==> src/rtl/lifo_pkg.sv <==
// Shared definitions for the LIFO producer/consumer slice.
//   LIFO_DATA_W  : default data word width, shared with the LIFO itself
//   prod_state_e : producer thread state encoding
package lifo_pkg;

    localparam int unsigned LIFO_DATA_W = 10;

    typedef enum logic [1:0] {
        S_IDLE  = 2'd0,
        S_WAIT  = 2'd1,
        S_WRITE = 2'd2,
        S_GAP   = 2'd3
    } prod_state_e;

endpackage

==> src/rtl/lifo_producer_sync_2ff.sv <==
// Two-flop synchronizer for a single-bit level crossing into clock_p.
//   clock_p : destination clock
//   reset   : asynchronous active-high reset, clears both flops to 0
//   d_i     : asynchronous input level
//   q_o     : synchronized level, two clock_p edges behind d_i
module sync_2ff (
    input  logic clock_p,
    input  logic reset,
    input  logic d_i,
    output logic q_o
);

    logic meta_q;
    logic sync_q;

    always_ff @(posedge clock_p or posedge reset) begin
        if (reset) begin
            meta_q <= 1'b0;
            sync_q <= 1'b0;
        end else begin
            meta_q <= d_i;
            sync_q <= meta_q;
        end
    end

    assign q_o = sync_q;

endmodule

==> src/rtl/lifo_producer.sv <==
// Producer thread for the LIFO write side.
// Takes words from a valid/ready stream, waits (bounded) for the LIFO to be
// non-full, then issues a single-cycle write strobe followed by a mandatory
// low cycle. Words that cannot be pushed within TIMEOUT cycles are dropped.
//   clock_p       : producer clock
//   reset         : asynchronous active-high reset
//   enable        : allow acceptance of new words
//   src_valid/src_data/src_ready : upstream stream
//   full          : LIFO full flag (asynchronous, synchronized internally)
//   write/datain  : LIFO write strobe and data
//   busy          : a word is in flight
//   drop          : one-cycle pulse when a word is discarded
//   written_count/drop_count : saturating statistics
module lifo_producer
    import lifo_pkg::*;
#(
    parameter int unsigned DATA_W  = LIFO_DATA_W,
    parameter int unsigned TIMEOUT = 16,
    parameter int unsigned COUNT_W = 8
) (
    input  logic               clock_p,
    input  logic               reset,
    input  logic               enable,
    input  logic               src_valid,
    input  logic [DATA_W-1:0]  src_data,
    output logic               src_ready,
    input  logic               full,
    output logic               write,
    output logic [DATA_W-1:0]  datain,
    output logic               busy,
    output logic               drop,
    output logic [COUNT_W-1:0] written_count,
    output logic [COUNT_W-1:0] drop_count
);

    localparam int unsigned TIMER_W = (TIMEOUT > 2) ? $clog2(TIMEOUT) : 1;
    localparam logic [TIMER_W-1:0] TIMER_LAST = TIMER_W'(TIMEOUT - 1);

    prod_state_e        state_q;
    logic [TIMER_W-1:0] timer_q;
    logic [DATA_W-1:0]  datain_q;
    logic               write_q;
    logic               drop_q;
    logic               busy_q;
    logic [COUNT_W-1:0] written_q;
    logic [COUNT_W-1:0] written_d;
    logic [COUNT_W-1:0] dropped_q;
    logic [COUNT_W-1:0] dropped_d;
    logic               full_s;

    sync_2ff u_full_sync (
        .clock_p (clock_p),
        .reset   (reset),
        .d_i     (full),
        .q_o     (full_s)
    );

    // Saturating next values; counters stick at all-ones.
    always_comb begin
        written_d = (written_q == '1) ? written_q : written_q + 1'b1;
        dropped_d = (dropped_q == '1) ? dropped_q : dropped_q + 1'b1;
    end

    assign src_ready = (state_q == S_IDLE) && enable && !reset;

    always_ff @(posedge clock_p or posedge reset) begin
        if (reset) begin
            state_q   <= S_IDLE;
            timer_q   <= '0;
            datain_q  <= '0;
            write_q   <= 1'b0;
            drop_q    <= 1'b0;
            busy_q    <= 1'b0;
            written_q <= '0;
            dropped_q <= '0;
        end else begin
            write_q <= 1'b0;
            drop_q  <= 1'b0;
            case (state_q)
                S_IDLE: begin
                    if (src_valid && src_ready) begin
                        datain_q <= src_data;
                        timer_q  <= '0;
                        busy_q   <= 1'b1;
                        state_q  <= S_WAIT;
                    end
                end
                S_WAIT: begin
                    // full_s is checked before the timeout, so a release seen
                    // on the last wait cycle still gets the word written.
                    if (!full_s) begin
                        write_q   <= 1'b1;
                        written_q <= written_d;
                        state_q   <= S_WRITE;
                    end else if (timer_q == TIMER_LAST) begin
                        drop_q    <= 1'b1;
                        dropped_q <= dropped_d;
                        busy_q    <= 1'b0;
                        state_q   <= S_IDLE;
                    end else begin
                        timer_q <= timer_q + 1'b1;
                    end
                end
                S_WRITE: begin
                    state_q <= S_GAP;
                end
                S_GAP: begin
                    busy_q  <= 1'b0;
                    state_q <= S_IDLE;
                end
                default: begin
                    busy_q  <= 1'b0;
                    state_q <= S_IDLE;
                end
            endcase
        end
    end

    assign write         = write_q;
    assign datain        = datain_q;
    assign busy          = busy_q;
    assign drop          = drop_q;
    assign written_count = written_q;
    assign drop_count    = dropped_q;

endmodule

==> config.mk <==
export PLATFORM = sky130hd
export DESIGN_NAME = lifo_producer
export DESIGN_NICKNAME = d
export VERILOG_FILES = /design/src/rtl/lifo_pkg.sv /design/src/rtl/lifo_producer_sync_2ff.sv /design/src/rtl/lifo_producer.sv
export SDC_FILE = /design/constraint.sdc
export NUM_CORES = 1
export LEC_CHECK = 0
export ABC_CLOCK_PERIOD_IN_PS = 1900
export CAP_MARGIN = 10
export CORE_UTILIZATION = 35
export DETAILED_ROUTE_END_ITERATION = 8
export PLACE_DENSITY = 0.74
export SLEW_MARGIN = 20
export SYNTH_ARGS = -nofsm -noshare
export SYNTH_HDL_FRONTEND = slang
export SYNTH_HIERARCHICAL = 1
export SYNTH_SLANG_ARGS = --single-unit
==> constraint.sdc <==
create_clock -name clock_p -period 1.9 [get_ports clock_p]
set_clock_uncertainty 0.2 [all_clocks]
set_input_delay 0.285 -clock clock_p [delete_from_list [all_inputs] [get_ports clock_p]]
set_output_delay 0.285 -clock clock_p [all_outputs]
set_load 0.01 [all_outputs]
==> results.md <==
* Vias in the first global route at 1249
* Synthesis-to-finish area growth at 44.1%
* Hold slack at ~150 ps
* DP Area at 2260 sq um
* Die area at between 4000 and 5000 sq um
* First-pass GRT wire length at approximately 5.4 mm
* Crit path cell chain: ha_1, nand3_1, or3_1, nand2_1, mux2_1
* Int Pwr at approximately 1.9 mW
* Root Buffer: clkbuf_8
* Post-Syn Area at 1630 sq um
* DR vias/cell at just under 5
* Crit path largest cell delay at approximately 390 ps
* IO Count at 45
* Leak pwr at around 1 nW
* Worst path slowest cell: dfrtp_1
* DRC violations left at 0
* Max-slew violation count at 0
* CP Capture Type: register
* Setup CP Type: register to register
* Placer Congestion at around 0.86
* Crit Path Max Fanout at 4
* H-tree depth at 2
* Clk_lat worst skew at between 200 and 300 ps
* WP buf/inv at 0
* DRT iter0 DRCs at 62
* Critical Path Start Type: register
* Reg2Reg Launch Point: drop_count[1]
* Sw power at 0.815 mW
* Crit path time final at around 1800 ps
* Worst EP arrival at 1780 ps
* DP Wirelength at around 2.3 mm
* Pwr dens at 1150 nW/um^2
* Row cnt at 24
* Routed WL per cell at roughly 12 microns
* Drt first pass iters at 4
* GRT Resource Usage Total at 0.140
* R2r setup slk at between 90 and 100 ps
* Fmax at about 550 MHz
* Hold buffers post-CTS at 0
* Clk pwr share at 0.195
* Avg Cell Area, Syn at between 10 and 15 sq um
* Starting Density at 0.369
* R2r worst-path depth at 5
* Num CTS Buffers at 5
* Vias at approximately 1200
* Worst min-delay path class: register to register
* Final Hold Vio Count at 0
* Share of layout cells above drive strength 1 at 0.179
* Final number of setup-violating endpoints at 0
* DIE HEIGHT at approximately 70 microns
* Antenna fix cells at 0
* CTS tree: done
* Peak supply drop at ~0.67 mV
* Clock slew at reported path FFs at approximately 70 ps
* Initial antenna violation count at 0
* Setup TNS at 0 ps
* Setup Fix Bufs, Post-CTS at 0
* Die Width at around 70 microns
* Outcome: complete, no violations
* Port Buf Inserts at 44
* Worst Setup Slack, final at 93.0 ps
* Util after Layout at 0.532
* Final WL at 3.04 mm
* Min-Delay Startpoint: u_full_sync/meta_q
* Slew @ Worst Pin at 357 ps
* Gate power share at 0.373
* Clock Tree Buf Depth at 2
* Power, Total at around 2.7 mW
* Largest net degree at the start of global routing at 22
* Core Footprint at 4410 sq um
* RR Endpoint: drop_count[1]
* Syn Nets at 152
* GRT overflow at 0
* Clock sinks at 37
* Crit path max-delay family: simple AND/OR/NAND/NOR gates
* Post-synthesis sequential area ratio at 0.568
* Ys Warns at 6
* Post-route cell area at 2350 sq um
* Antenna viol nets, final at 0
* Period utilisation layout at 0.951
* Total of max-cap violations at 0
* WHS Endpoint: u_full_sync/q_o
* CP required at 1870 ps
* Slew headroom at 0.761
* Hold Path Depth at 0
* Seq pwr share at 0.432
* Synth cell types at 35
* Synth Instances at 134
* Sw frac at 0.302
* FF+latch count, synth at 37
* DP Worst Slack at -160 ps
* Placed instance count at between 200 and 250
* RSZ-0062 raised after global routing: no
* NumNets Final at 218
* Finished Layout Cells at about 250
[layout make-up]
cell class                 instances  area, sq um
clock buffer                       8         80.1
fill                             396         2060
inverter                          10         37.5
multi-input combinational         86          667
sequential                        37          927
tap                               52         65.1
timing repair buffer              60          573
[cells by family (layout without fill, tap and decap cells)]
group	count (synthesis)	count (layout)	share of synthesized area
compound gates	16	16	0.0637
xor+xnor	6	6	0.0322
fa+ha+maj	3	3	0.0230
buf+inv	11	78	0.0261
flops	37	37	0.568
mux	19	19	0.132
simple gates	42	42	0.155
[state kept, by name, indices dropped and copies added, names as in the netlist, named ones only]
name                cells
datain                 10
drop_count              8
written_count           8
timer_q                 4
busy                    1
drop                    1
state_q                 1
u_full_sync/meta_q      1
u_full_sync/q_o         1
write                   1
[Yosys cell counts]
library cell   n  area share
nor3_1         1      0.0031
nand2_1        6       0.014
nand4_1        5       0.019
a21o_1         1      0.0046
mux2_1         8       0.055
buf_2          1      0.0031
nand2_2        1      0.0038
a21oi_1        2      0.0061
a31oi_1        1      0.0038
mux2_2         8       0.055
nor2_2         1      0.0038
xnor2_1        6       0.032
a211oi_1       1      0.0046
or3_1          1      0.0038
and3_1         1      0.0038
a22oi_1        1      0.0046
o211ai_1       1      0.0046
dfrtp_1       37        0.57
nor3b_4        1       0.012
ha_1           3       0.023
inv_1         10       0.023
nor4_1         1      0.0038
o22ai_1        2      0.0077
nor2b_1        2      0.0077
mux2_4         1      0.0092
nand3_1       13       0.040
o21ai_0        4       0.012
nand2b_1       3       0.012
o21a_1         1      0.0046
mux2i_1        2       0.012
nor4b_4        1       0.015
o221ai_1       1      0.0054
and4_1         1      0.0054
nor2_1         4      0.0092
a41oi_1        1      0.0054
[worst max path at each step]
stage | startpoint | to | slack, ps | cells past startpoint
after floorplan | drop_count[0] | drop_count[1] | 40 | 5
after global placement | reset | src_ready | -130 | 3
after detailed placement | reset | src_ready | -160 | 3
after CTS | timer_q[1] | drop_count[7] | 40 | 5
after global routing | register | src_ready | 7 | 2
final | drop_count[1] | drop_count[1] | 90 | 5
[power groups by stage]
stage                     sequential (mW)  combinational [mW]  clock (mW)
final                                1.17                1.01       0.527
after global routing                 1.20                1.09       0.575
after CTS                            1.17                1.02       0.544
after detailed placement             1.18                1.02           0
after global placement               1.18               0.998           0
after floorplan                      1.27               0.364           0
[cells in the final DEF, fill, tap and decap left out, types with 5 or more instances in the layout]
cell,count
clkbuf_8,5
mux2_1,8
nand4_1,5
dfrtp_1,36
xnor2_1,6
clkdlybuf4s50_1,43
nand3_1,13
inv_1,10
buf_4,15
nand2_1,6
mux2_2,8
[layer usage]
| layer | wire length, microns | up-vias | track usage |
|---|---|---|---|
| li1 | - | 609 | - |
| met1 | 1370 | 600 | 0.164 |
| met2 | 1470 | 26 | 0.231 |
| met3 | 133 | 8 | 0.0375 |
| met4 | 74 | 0 | 0.0800 |
| met5 | 0 | - | 0 |
[what timing repair did]
action | in CTS | in global routing
setup endpoints to repair | 1 | 2
resized for setup | 2 | 2
pin swaps | 0 | 1
No activity file was read; power rests on OpenSTA's default activity.
